<file path="src/rtl/vga_timing_pkg.sv">
`default_nettype none
// ============================================================================
//  Module      : vga_timing_pkg
//  Description : 640x480@60 VGA timing constants, counter width, the
//                sync/active bundle carried through the video delay line,
//                and a small window-compare helper.
//  Revision    : 1.0 - initial release
// ============================================================================
package vga_timing_pkg;

    // Counter width: wide enough for 800 columns and 525 rows.
    localparam int c_COUNT_W = 10;

    // Horizontal timing, in pixel clocks.
    localparam int c_TOTAL_COLS    = 800;
    localparam int c_ACTIVE_COLS   = 640;
    localparam int c_H_FRONT_PORCH = 16;
    localparam int c_H_SYNC        = 96;
    localparam int c_H_BACK_PORCH  = 48;

    // Vertical timing, in lines.
    localparam int c_TOTAL_ROWS    = 525;
    localparam int c_ACTIVE_ROWS   = 480;
    localparam int c_V_FRONT_PORCH = 10;
    localparam int c_V_SYNC        = 2;
    localparam int c_V_BACK_PORCH  = 33;

    // Count-aligned sync/active flags, delayed as one bundle so that all
    // three stay in lock-step on their way to the pins.
    typedef struct packed {
        logic hsync;   // active-low
        logic vsync;   // active-low
        logic active;  // visible area
    } sync_bundle_t;

    // Idle (blanked, syncs deasserted) value of the bundle.
    localparam sync_bundle_t c_SYNC_IDLE = '{hsync: 1'b1, vsync: 1'b1, active: 1'b0};

    // True when v lies in [lo, lo+len-1].
    function automatic logic in_window(input logic [c_COUNT_W-1:0] v,
                                       input int                   lo,
                                       input int                   len);
        return (int'(v) >= lo) && (int'(v) < (lo + len));
    endfunction

endpackage : vga_timing_pkg
`default_nettype wire

</file>
<file path="src/rtl/video_delay_line.sv">
`default_nettype none
// ============================================================================
//  Module      : video_delay_line
//  Description : Fixed-depth shift register. Every stage resets
//                asynchronously to INIT so that nothing queued before a
//                reset can reach the output after it.
//  Ports       : i_Clk  - clock (rising edge)
//                i_Rst  - asynchronous active-high reset
//                i_Data - WIDTH-bit input word
//                o_Data - i_Data delayed by DEPTH clocks (registered)
//  Revision    : 1.0 - initial release
// ============================================================================
module video_delay_line #(
    parameter int               WIDTH = 3,
    parameter int               DEPTH = 2,
    parameter logic [WIDTH-1:0] INIT  = '0
) (
    input  logic             i_Clk,
    input  logic             i_Rst,
    input  logic [WIDTH-1:0] i_Data,
    output logic [WIDTH-1:0] o_Data
);

    if (DEPTH < 1) begin : g_bad_depth
        $error("video_delay_line: DEPTH must be at least 1");
    end

    logic [WIDTH-1:0] r_stage [DEPTH];

    always_ff @(posedge i_Clk or posedge i_Rst) begin
        if (i_Rst) begin
            for (int i = 0; i < DEPTH; i++) begin
                r_stage[i] <= INIT;
            end
        end else begin
            r_stage[0] <= i_Data;
            for (int i = 1; i < DEPTH; i++) begin
                r_stage[i] <= r_stage[i-1];
            end
        end
    end

    assign o_Data = r_stage[DEPTH-1];

endmodule : video_delay_line
`default_nettype wire

</file>
<file path="src/rtl/vga_sync_gen.sv">
`default_nettype none
// ============================================================================
//  Module      : vga_sync_gen
//  Description : VGA timing generator. Produces count-aligned column/row
//                counters, visible-area and frame-start flags for the game
//                logic, and video-aligned syncs and blanked RGB for the pins.
//                The video-aligned outputs lag the counts by VIDEO_DELAY
//                clocks to match the consumer's pipeline.
//  Ports       : i_Clk          - pixel clock
//                i_Rst          - asynchronous active-high reset
//                o_Col_Count    - current column      (count-aligned)
//                o_Row_Count    - current row         (count-aligned)
//                o_Active       - visible-area flag   (count-aligned)
//                o_Frame_Start  - pulse at (0,0)      (count-aligned)
//                i_*_Video      - RGB from game logic
//                o_HSync        - active-low h-sync   (video-aligned)
//                o_VSync        - active-low v-sync   (video-aligned)
//                o_*_Video      - blanked RGB         (video-aligned)
//  Revision    : 1.0 - initial release
// ============================================================================
module vga_sync_gen
    import vga_timing_pkg::*;
#(
    parameter int TOTAL_COLS    = c_TOTAL_COLS,
    parameter int TOTAL_ROWS    = c_TOTAL_ROWS,
    parameter int ACTIVE_COLS   = c_ACTIVE_COLS,
    parameter int ACTIVE_ROWS   = c_ACTIVE_ROWS,
    parameter int H_FRONT_PORCH = c_H_FRONT_PORCH,
    parameter int H_SYNC        = c_H_SYNC,
    parameter int H_BACK_PORCH  = c_H_BACK_PORCH,
    parameter int V_FRONT_PORCH = c_V_FRONT_PORCH,
    parameter int V_SYNC        = c_V_SYNC,
    parameter int V_BACK_PORCH  = c_V_BACK_PORCH,
    parameter int VIDEO_DELAY   = 2
) (
    input  logic                 i_Clk,
    input  logic                 i_Rst,
    output logic [c_COUNT_W-1:0] o_Col_Count,
    output logic [c_COUNT_W-1:0] o_Row_Count,
    output logic                 o_Active,
    output logic                 o_Frame_Start,
    input  logic [3:0]           i_Red_Video,
    input  logic [3:0]           i_Grn_Video,
    input  logic [3:0]           i_Blu_Video,
    output logic                 o_HSync,
    output logic                 o_VSync,
    output logic [3:0]           o_Red_Video,
    output logic [3:0]           o_Grn_Video,
    output logic [3:0]           o_Blu_Video
);

    // ------------------------------------------------------------------
    // Elaboration-time parameter checks
    // ------------------------------------------------------------------
    if (ACTIVE_COLS + H_FRONT_PORCH + H_SYNC + H_BACK_PORCH != TOTAL_COLS) begin : g_bad_h_sum
        $error("vga_sync_gen: horizontal segments do not add up to TOTAL_COLS");
    end

    if (ACTIVE_ROWS + V_FRONT_PORCH + V_SYNC + V_BACK_PORCH != TOTAL_ROWS) begin : g_bad_v_sum
        $error("vga_sync_gen: vertical segments do not add up to TOTAL_ROWS");
    end

    if (VIDEO_DELAY < 1 || VIDEO_DELAY > 8) begin : g_bad_delay
        $error("vga_sync_gen: VIDEO_DELAY must be in 1..8");
    end

    if (TOTAL_COLS > (1 << c_COUNT_W) || TOTAL_ROWS > (1 << c_COUNT_W)) begin : g_bad_width
        $error("vga_sync_gen: totals exceed the counter width");
    end

    // ------------------------------------------------------------------
    // Constants
    // ------------------------------------------------------------------
    localparam logic [c_COUNT_W-1:0] c_COL_LAST = c_COUNT_W'(TOTAL_COLS - 1);
    localparam logic [c_COUNT_W-1:0] c_ROW_LAST = c_COUNT_W'(TOTAL_ROWS - 1);
    localparam logic [c_COUNT_W-1:0] c_ONE      = c_COUNT_W'(1);
    localparam int                   c_HS_START = ACTIVE_COLS + H_FRONT_PORCH;
    localparam int                   c_VS_START = ACTIVE_ROWS + V_FRONT_PORCH;

    // ------------------------------------------------------------------
    // Count-aligned state
    // ------------------------------------------------------------------
    // r_run is clear through reset and the first edge after it, so that
    // edge loads (0,0) rather than advancing past it: the frame-start
    // pulse for the very first frame is then visible.
    logic                 r_run;
    logic [c_COUNT_W-1:0] r_col;
    logic [c_COUNT_W-1:0] r_row;
    logic                 r_active;
    logic                 r_frame_start;
    sync_bundle_t         r_raw;

    logic [c_COUNT_W-1:0] w_col_nxt;
    logic [c_COUNT_W-1:0] w_row_nxt;
    logic                 w_active_nxt;
    logic                 w_frame_start_nxt;
    logic                 w_hs_nxt;
    logic                 w_vs_nxt;

    // Next counter values. The row steps only on the column wrap and
    // wraps itself on that same clock.
    always_comb begin
        w_col_nxt = '0;
        w_row_nxt = '0;
        if (r_run) begin
            if (r_col == c_COL_LAST) begin
                w_col_nxt = '0;
                w_row_nxt = (r_row == c_ROW_LAST) ? '0 : (r_row + c_ONE);
            end else begin
                w_col_nxt = r_col + c_ONE;
                w_row_nxt = r_row;
            end
        end
    end

    // Flags are decoded from the next counts and registered alongside
    // them, so every count-aligned output changes on the same edge.
    assign w_active_nxt      = (int'(w_col_nxt) < ACTIVE_COLS) && (int'(w_row_nxt) < ACTIVE_ROWS);
    assign w_frame_start_nxt = (w_col_nxt == '0) && (w_row_nxt == '0);
    assign w_hs_nxt          = !in_window(w_col_nxt, c_HS_START, H_SYNC);
    assign w_vs_nxt          = !in_window(w_row_nxt, c_VS_START, V_SYNC);

    always_ff @(posedge i_Clk or posedge i_Rst) begin
        if (i_Rst) begin
            r_run         <= 1'b0;
            r_col         <= '0;
            r_row         <= '0;
            r_active      <= 1'b0;
            r_frame_start <= 1'b0;
            r_raw         <= c_SYNC_IDLE;
        end else begin
            r_run         <= 1'b1;
            r_col         <= w_col_nxt;
            r_row         <= w_row_nxt;
            r_active      <= w_active_nxt;
            r_frame_start <= w_frame_start_nxt;
            r_raw         <= '{hsync: w_hs_nxt, vsync: w_vs_nxt, active: w_active_nxt};
        end
    end

    assign o_Col_Count   = r_col;
    assign o_Row_Count   = r_row;
    assign o_Active      = r_active;
    assign o_Frame_Start = r_frame_start;

    // ------------------------------------------------------------------
    // Video-aligned path
    // ------------------------------------------------------------------
    // r_raw is already count-aligned, so VIDEO_DELAY further stages give
    // a lag of exactly VIDEO_DELAY clocks relative to the counts.
    sync_bundle_t w_dly;

    video_delay_line #(
        .WIDTH ($bits(sync_bundle_t)),
        .DEPTH (VIDEO_DELAY),
        .INIT  (c_SYNC_IDLE)
    ) u_sync_dly (
        .i_Clk  (i_Clk),
        .i_Rst  (i_Rst),
        .i_Data (r_raw),
        .o_Data (w_dly)
    );

    logic [3:0] r_red;
    logic [3:0] r_grn;
    logic [3:0] r_blu;

    always_ff @(posedge i_Clk or posedge i_Rst) begin
        if (i_Rst) begin
            r_red <= '0;
            r_grn <= '0;
            r_blu <= '0;
        end else begin
            r_red <= i_Red_Video;
            r_grn <= i_Grn_Video;
            r_blu <= i_Blu_Video;
        end
    end

    assign o_HSync = w_dly.hsync;
    assign o_VSync = w_dly.vsync;

    // Blanking gate sits after the flops: both operands are registers,
    // so no input reaches a pin combinationally, and reset (which clears
    // both) blanks the pins without waiting for an edge.
    assign o_Red_Video = w_dly.active ? r_red : 4'h0;
    assign o_Grn_Video = w_dly.active ? r_grn : 4'h0;
    assign o_Blu_Video = w_dly.active ? r_blu : 4'h0;

endmodule : vga_sync_gen
`default_nettype wire

</file>
<file path="config.mk">
export PLATFORM = sky130hd
export DESIGN_NAME = vga_sync_gen
export DESIGN_NICKNAME = d
export VERILOG_FILES = /design/src/rtl/vga_timing_pkg.sv /design/src/rtl/video_delay_line.sv /design/src/rtl/vga_sync_gen.sv
export SDC_FILE = /design/constraint.sdc
export NUM_CORES = 1
export LEC_CHECK = 0
export ABC_AREA = 1
export BUFFER_PORTS_ARGS = -buffer_cell sky130_fd_sc_hd__buf_2
export CAP_MARGIN = 20
export CORE_MARGIN = 2
export CORE_UTILIZATION = 53
export CTS_CLUSTER_SIZE = 30
export DETAILED_ROUTE_END_ITERATION = 10
export GPL_TIMING_DRIVEN = 1
export PLACE_DENSITY = 0.91
export SYNTH_ARGS = -nofsm -noshare
export SYNTH_HDL_FRONTEND = slang
export SYNTH_SLANG_ARGS = --single-unit
</file>
<file path="constraint.sdc">
create_clock -name i_Clk -period 2.3 [get_ports i_Clk]
set_input_delay 0.23 -clock i_Clk [delete_from_list [all_inputs] [get_ports i_Clk]]
set_output_delay 0.23 -clock i_Clk [all_outputs]
set_load 0.1 [all_outputs]
</file>
==> run metrics, run 1 <==
status finished, final reports clean; H-tree depth 2; Yosys top cell area share 42.9%; Cell Pwr Density 582 nW/um^2; Skew-Pair Late Insertion Delay 0.29 ns; maximum clock rate 0.510 GHz; crit path capture type register; number of synthesized flops with an enable pin 0; clk_skew 0.00651 ns; reg2reg setup slack 0.34 ns; min cycle time layout 1.96 ns; Reg clk slew, reported paths 0.09 ns; initial DRC count 131; Crit Reg-Reg Endpoint o_Frame_Start; Worst path top cell family by delay simple AND/OR/NAND/NOR gates; hold depth 1; PortBufs 49; Num CTS Buffers 5; grt ovf 0; Sequential Power Share 53.2%; CP max-delay cell dfrtp_2; CTS Root Cell clkbuf_8; top post-synthesis cells by area dfrtp_1 (43%), nand2_1 (13%), inv_1 (11%); DIE AREA 4600 sq um; pin count of the biggest net entering global routing 44; Post-CTS Resized 0; worst vdd ir 0.230 mV; actual slew at the worst max-slew pin 0.529 ns; Worst Path Required 2.53 ns; gpl congestion 0.916; vias per cell 4.90; number of max-cap violations 0; most frequent cell after synthesis nand2_1; Static Leak 1.63 nW; total clock sinks 43; Syn Nets 290; vias in the first global route 1690; post-CTS setup buffer count 0; row count 23; Final Hold Slack 0.0407 ns; Max Slew Vio Count 0; Slew headroom 64.8%; post-synthesis sequential area ratio 50.2%; Fin. Hold Viols 0; CTS tree yes; pre-CTS setup slack 0.381 ns; worst setup path category reg -> reg; Mapped Area 2160 sq um; antenna violations before repair 0; sw frac 30.9%; synth-to-layout area growth 18.1%; largest fanout on the critical path 13; Syn Inst Count 273; drt drc 0; # diodes 0; initial cell density of the core 54.4%; IO Pins 50; Sw Pwr 0.458 mW; Setup crit start kind register; Worst Hold End r_blu[3]; Inst Count DP 370; syn_area_per_cell 7.91 sq um; WL final 4440 um; fraction of registers with async set/reset 100%; area leader, netlist dfrtp_1; RSZ-0062 raised after global routing false; post-layout util 64.2%; core area 3970 sq um; CP arrival 2.19 ns; Final #Nets 344; Gate power share 14.2%; Critical Path Max Stage Delay 0.44 ns; Worst R2R Path Depth 11; most used flip-flop cell after synthesis dfrtp_1; DR WL/cell 11.7 um; Cell Int Power 1.03 mW; Synth Warn # 0; Die Y 67.8 um; layout cells sized above 1 25.3%; die width 67.8 um; Final Setup Violations 0; WP buf/inv 1; drt pass-1 iters 4; FF-to-FF Start o_Col_Count[0]; Clock Power Share 32.6%; final std cells w/o fill 378; Cell variety after synth 26; worst hold start i_Blu_Video[3]; worst-path cell chain ha_1 > nand3_4 > nor2_8 > nand2_4 > inv_1 > nand2_1 > nand2_1 > nand3_1 > nor2_1 > nand3_1 > nor2_1; final setup margin 0.338 ns; Synth top cells by count nand2_1 (77), inv_1 (62), dfrtp_1 (37); Hold WC Path Type in -> reg; Vias 1852; Hold Buf Count CTS 0; DP HPWL 3390 um; first-pass GRT wire length 7360 um; GR Util All Layers 21.3%; CTS max path bufs 2; setup_tns 0 ns; Final Cycle Share 85.3%; DRT antenna net count 0; post-synthesis register bit count 43
-- cells by family after synthesis --
family / synth area share [%]
AOI/OAI and AO/OA: 1.45
xor gates and xnor gates: 1.62
adders and majority gates: 1.74
buffers and inverters: 12.0
DFF: 50.2
other: 0.174
and+or+nand+nor: 32.9
-- cells in the final DEF, fill, tap and decap left out --
master / instances
ha_1: 3
nand3_1: 28
nand3_4: 1
nand2_2: 2
inv_2: 2
nand4_1: 8
nand2_4: 1
dfrtp_1: 35
nor2_2: 3
or2_2: 1
nor2_8: 1
buf_2: 49
inv_1: 62
o21ai_0: 2
clkbuf_8: 5
clkinvlp_4: 2
nor2_4: 1
a21oi_1: 1
nand2_1: 77
nor2_1: 18
nand3_2: 4
o211ai_1: 1
nor3_1: 5
inv_6: 1
buf_4: 1
dfstp_2: 6
conb_1: 1
dfrtp_2: 2
o21ai_2: 1
xor2_1: 4
-- flip-flops by register name, summed over array words and instances (netlist names) --
register / count
o_Col_Count: 10
o_Frame_Start: 1
o_Row_Count: 10
r_blu: 4
r_grn: 4
r_raw: 3
r_red: 4
r_run: 1
u_sync_dly.o_Data: 3
u_sync_dly.r_stage: 3
-- worst max-delay path by stage --
stage                               from            end  slack, ns  cells after the start
after global placement    o_Col_Count[0]  o_Frame_Start       0.45                     11
after detailed placement  o_Col_Count[0]  o_Frame_Start       0.38                     11
after floorplan           o_Row_Count[1]       r_raw[0]       0.07                     10
final                     o_Col_Count[0]  o_Frame_Start       0.34                     11
after CTS                 o_Col_Count[0]  o_Frame_Start       0.36                     11
after global routing      o_Col_Count[0]       r_raw[0]       0.12                     11
-- final cells by class --
class	instances	area (sq um)
Clock inverter	3	23.8
Sequential cell	43	1090
Timing Repair Buffer	50	253
Clock buffer	5	68.8
Tap cell	50	62.6
Fill cell	334	1420
Multi-Input combinational cell	163	817
Inverter	64	240
-- metrics by stage --
step           instance area, sq um  power, mW
4_1_cts                        2550       1.50
5_1_grt                        2550       1.55
2_1_floorplan                  2160      0.976
6_report                       2550       1.48
3_3_place_gp                   2460       1.01
3_5_place_dp                   2460       1.02
-- routing by layer --
layer	GRT usage [%]	routed length, um
met1	27.7	1990
met2	34.4	2090
met3	4.28	289
met4	10.0	73
met5	0	0
-- power groups by stage --
stage | clock, mW | sequential (mW) | combinational (mW)
floorplan | 0 | 0.851 | 0.125
global placement | 0 | 0.804 | 0.210
CTS | 0.496 | 0.790 | 0.213
global route | 0.528 | 0.792 | 0.225
finish | 0.484 | 0.790 | 0.211
detailed placement | 0 | 0.804 | 0.213
(Power assumes the default switching activity.)
==> inputs of run 2 (changes only) <==
--- a/config.mk
+++ b/config.mk
@@ -13,7 +13,7 @@
 export CTS_CLUSTER_SIZE = 30
 export DETAILED_ROUTE_END_ITERATION = 10
 export GPL_TIMING_DRIVEN = 1
-export PLACE_DENSITY = 0.91
+export PLACE_DENSITY = 0.79
 export SYNTH_ARGS = -nofsm -noshare
 export SYNTH_HDL_FRONTEND = slang
 export SYNTH_SLANG_ARGS = --single-unit
==> run 2 against run 1 <==
First-iteration DRC count fell by 31%. Total power fell by 0.69%. Highest routed layer unchanged. Global-route usage fell by 0.23 points. Combinational power barely moved. Sequential power barely moved. Maximum frequency rose by 1.4%. Die area did not move. Critical endpoint unchanged. Largest cell class unchanged. Worst hold slack got worse by 0.0085 ns. Clock skew rose by 0.00079 ns. Critical path depth did not move. Register-to-register slack improved by 0.03 ns. Count of clock-buffer cells in the layout did not move.
==> run metrics, run 2 (same netlist as run 1, synthesis figures left out) <==
commonest cells after routing, fill and taps aside nand2_1 (77), inv_1 (62), buf_2 (49), dfrtp_1 (35), nand3_1 (28); CP max-delay cell dfrtp_2; gpl congestion 0.917; IO Pins 50; commonest non-fill, non-tap cell in the layout nand2_1; crit path capture type register; RSZ-0062 raised after global routing false; Skew-Pair Late Insertion Delay 0.29 ns; routed wl met3 280 um; first-pass GRT wire length 7230 um; initial DRC count 90; H-tree depth 2; DIE AREA 4600 sq um; clk_skew 0.00731 ns; setup_tns 0 ns; final std cells w/o fill 378; Static Leak 1.63 nW; Die Y 67.8 um; initial cell density of the core 54.4%; area of the multi-input gates 817 sq um; Cell Pwr Density 577 nW/um^2; Inst Count DP 370; min cycle time layout 1.94 ns; Setup crit start kind register; FF/Latch Area 1090 sq um; # diodes 0; die width 67.8 um; WL met2 2110 um; Reg clk slew, reported paths 0.09 ns; M1 wire length 1960 um; Critical Path Max Stage Delay 0.43 ns; status finished, final reports clean; Final Cycle Share 84.1%; CP arrival 2.16 ns; DR WL/cell 11.6 um; grt ovf 0; vias per cell 4.80; GR Util All Layers 21.1%; Worst path top cell family by delay simple AND/OR/NAND/NOR gates; layout cells sized above 1 25.3%; CTS max path bufs 2; worst-path cell chain ha_1 > nand3_4 > nor2_8 > nand2_4 > nand2_1 > nand2_2 > nand3_1 > nand2_1 > nor2_1 > nand3_1 > nor2_1; Total Power 1.47 mW; WP buf/inv 0; row count 23; Final Setup Violations 0; pin count of the biggest net entering global routing 44; PortBufs 49; post-layout util 64.3%; DP HPWL 3420 um; WL final 4400 um; drt drc 0; actual slew at the worst max-slew pin 0.548 ns; Vias 1816; number of max-cap violations 0; DRT antenna net count 0; CTS Root Cell clkbuf_8; Worst Path Required 2.53 ns; worst setup path category reg -> reg; drt pass-1 iters 5; antenna violations before repair 0; Slew headroom 63.5%; Num CTS Buffers 5; Post-CTS Resized 0; Top Metal Used met4; final setup margin 0.365 ns; synth-to-layout area growth 18.2%; Fillers 350; worst vdd ir 0.267 mV; total clock sinks 43; post-CTS setup buffer count 0; Hold WC Path Type in -> reg; Max Slew Vio Count 0; Final #Nets 344; largest fanout on the critical path 13; maximum clock rate 0.517 GHz; Hold Buf Count CTS 0; pre-CTS setup slack 0.369 ns; Fin. Hold Viols 0; core area 3970 sq um; vias in the first global route 1692; CTS tree yes
==> run 2: cell count changes in the layout (fill, tap and decap cells not counted) <==
cell and change:
clkinv_4 +2, inv_6 -1, clkinvlp_4 -1
==> run 2: metrics by stage <==
step | hold slack [ns] | instance area [sq um]
after floorplan | 0.261 | 2160
after global placement | 0.331 | 2460
after detailed placement | 0.340 | 2460
after CTS | 0.0242 | 2550
after global routing | 0.0180 | 2550
final | 0.0323 | 2550
==> run 2: power breakdown <==
part / switching [mW] / internal [mW]
combinational: 0.176 / 0.0345
sequential: 0.0146 / 0.775
clock: 0.258 / 0.217
total: 0.448 / 1.03
==> run 2: final timing paths <==
check                                 startpoint                    end  slack, ns  cells after the start
max                               o_Col_Count[0]          o_Frame_Start       0.36                     11
max in group asynchronous                  i_Rst         o_Col_Count[1]       1.86                      3
min reg2reg                u_sync_dly.r_stage[4]   u_sync_dly.o_Data[1]       0.35                      0
min in group asynchronous                  i_Rst  u_sync_dly.r_stage[3]       0.05                      3
max reg2reg                       o_Col_Count[0]          o_Frame_Start       0.36                     11
min                               i_Blu_Video[3]               r_blu[3]       0.03                      1
==> run 2: layer usage <==
layer  up-vias  GRT usage (%)
met5         -              0
met4         0           8.25
met3         6           4.77
met2        54           37.5
met1       823           24.8
li1        933              -
==> run 2: area by class of cell <==
class / count / area share, %
Clock inverter: 3 / 0.980
Sequential cell: 43 / 42.5
Inverter: 64 / 9.41
Tap cell: 50 / 2.45
Multi-Input combinational cell: 163 / 32.0
Timing Repair Buffer: 50 / 9.90
Clock buffer: 5 / 2.70
==> inputs of run 3 (changes only) <==
==> constraint.sdc (replaced) <==
create_clock -name i_Clk -period 1.85 [get_ports i_Clk]
set_input_delay 0.185 -clock i_Clk [delete_from_list [all_inputs] [get_ports i_Clk]]
set_output_delay 0.185 -clock i_Clk [all_outputs]
set_load 0.1 [all_outputs]
==> run 3 against run 2 <==
The flow now finishes with violations (hold timing). Wire length grew 15%. Sequential share of layout area shrank 2.8 points. Register-to-register slack lost 0.26 ns. Worst setup slack lost 0.26 ns. Total power grew 30%. Clock power grew 32%. Via count grew 7.6%. Maximum frequency grew 11%. Critical path type unchanged. Largest power group unchanged.
==> run metrics, run 3 (same netlist as run 1, synthesis figures left out) <==
# diodes 0; Num CTS Buffers 5; antenna violations before repair 0; worst setup path category reg -> reg; Fin. Hold Viols 1; vias in the first global route 1777; Cell Pwr Density 684 nW/um^2; IO Pins 50; Max Slew Vio Count 0; gpl congestion 0.912; H-tree depth 2; FF-to-FF Start o_Col_Count[1]; worst vdd ir 0.387 mV; Final Cycle Share 94.2%; clk_skew 0.00744 ns; Vias 1954; actual slew at the worst max-slew pin 0.535 ns; synth-to-layout area growth 29.4%; GR Util All Layers 23.8%; initial DRC count 154; CTS Root Cell clkbuf_8; core area 3970 sq um; Final Hold Slack -0.000736 ns; number of max-cap violations 0; commonest cells after routing, fill and taps aside nand2_1 (77), inv_1 (60), buf_2 (49), nand3_1 (25); PortBufs 49; initial cell density of the core 54.4%; fin area 2800 sq um; commonest non-fill, non-tap cell in the layout nand2_1; total clock sinks 43; Setup crit start kind register; Final Setup Violations 0; CTS max path bufs 2; Reg clk slew, reported paths 0.09 ns; maximum clock rate 0.574 GHz; Worst Path Required 2.09 ns; Static Leak 1.69 nW; DRT antenna net count 0; RSZ-0062 raised after global routing false; Slew headroom 64.3%; CP arrival 1.98 ns; violated checks hold timing; drt drc 0; pin count of the biggest net entering global routing 44; largest fanout on the critical path 6; Worst R2R Path Depth 12; Crit Reg-Reg Endpoint o_Frame_Start; die width 67.8 um; DIE AREA 4600 sq um; DP Area 2560 sq um; grt ovf 0; Hold WC Path Type in -> async; DR WL/cell 12.7 um; drt pass-1 iters 5; Final #Nets 365; Die Y 67.8 um; vias per cell 4.90; DP HPWL 3520 um; CTS tree yes; layout cells sized above 1 33.2%; row count 23; WL final 5070 um; first-pass GRT wire length 7930 um; crit path capture type register; status finished with violations; reg2reg setup slack 0.11 ns; min cycle time layout 1.74 ns; post-layout util 70.4%; Skew-Pair Late Insertion Delay 0.30 ns
## run 3: changes by cell type in the layout (fill, tap and decap cells not counted), sizes merged
cell and delta:
dlygate4sd3 +12, inv +1, clkinv -2, buf +9, clkinvlp +1
## run 3: layer usage
layer | up-vias | part of all wire [%] | track usage [%]
li1 | 972 | - | -
met5 | - | 0 | 0
met4 | 0 | 2.3 | 11.3
met1 | 891 | 44 | 29.4
met2 | 78 | 48 | 39.6
met3 | 13 | 5.7 | 5.26
## run 3: layout make-up
| class | instances | area (sq um) |
|---|---|---|
| Timing Repair Buffer | 71 | 440 |
| Sequential cell | 43 | 1110 |
| Multi-Input combinational cell | 163 | 847 |
| Clock inverter | 3 | 23.8 |
| Inverter | 64 | 240 |
| Clock buffer | 5 | 68.8 |
| Tap cell | 50 | 62.6 |
| Fill cell | 300 | 1180 |
## run 3: critical path, cell delays in order (launching register included)
cell	delay [ns]
dfrtp_4	0.44
ha_4	0.16
nand3_4	0.11
nor2_8	0.14
nand2_4	0.07
buf_4	0.16
nand3_2	0.06
nand2_1	0.05
nor2_1	0.13
nand2_1	0.07
nor2_1	0.11
nand3_1	0.07
nor2_1	0.09
## run 3: stage by stage
step | TNS (ns) | setup WS [ns] | instances | power (mW)
after CTS | 0 | 0.0762 | 398 | 1.92
after detailed placement | 0 | 0.106 | 378 | 1.28
after global routing | 0 | 0.00146 | 399 | 1.98
after global placement | 0 | 0.127 | 378 | 1.27
after floorplan | -0.118 | -0.0472 | 273 | 1.22
final | 0 | 0.107 | 399 | 1.91
## run 3: power breakdown
group | total (mW) | switching (mW) | internal (mW)
clock | 0.627 | 0.357 | 0.270
combinational | 0.306 | 0.237 | 0.0691
sequential | 0.979 | 0.0138 | 0.965
## run 3: how the worst max path moves through the flow
stage | startpoint | to | cells past startpoint | slack, ns
6_report | o_Col_Count[1] | o_Frame_Start | 12 | 0.11
4_1_cts | o_Col_Count[1] | o_Frame_Start | 9 | 0.08
5_1_grt | o_Col_Count[1] | r_raw[0] | 11 | 0.001
2_1_floorplan | o_Col_Count[0] | r_raw[0] | 11 | -0.05
3_3_place_gp | o_Col_Count[1] | o_Frame_Start | 9 | 0.13
3_5_place_dp | o_Col_Count[1] | o_Frame_Start | 9 | 0.11
## run 3: repair_timing
item                                    in CTS  in global routing
hold buffers                                12                  0
endpoints found under the setup margin       0                  3
setup buffers                                0                  1
gates resized for setup                      0                  6
endpoints found under the hold margin       12                  0
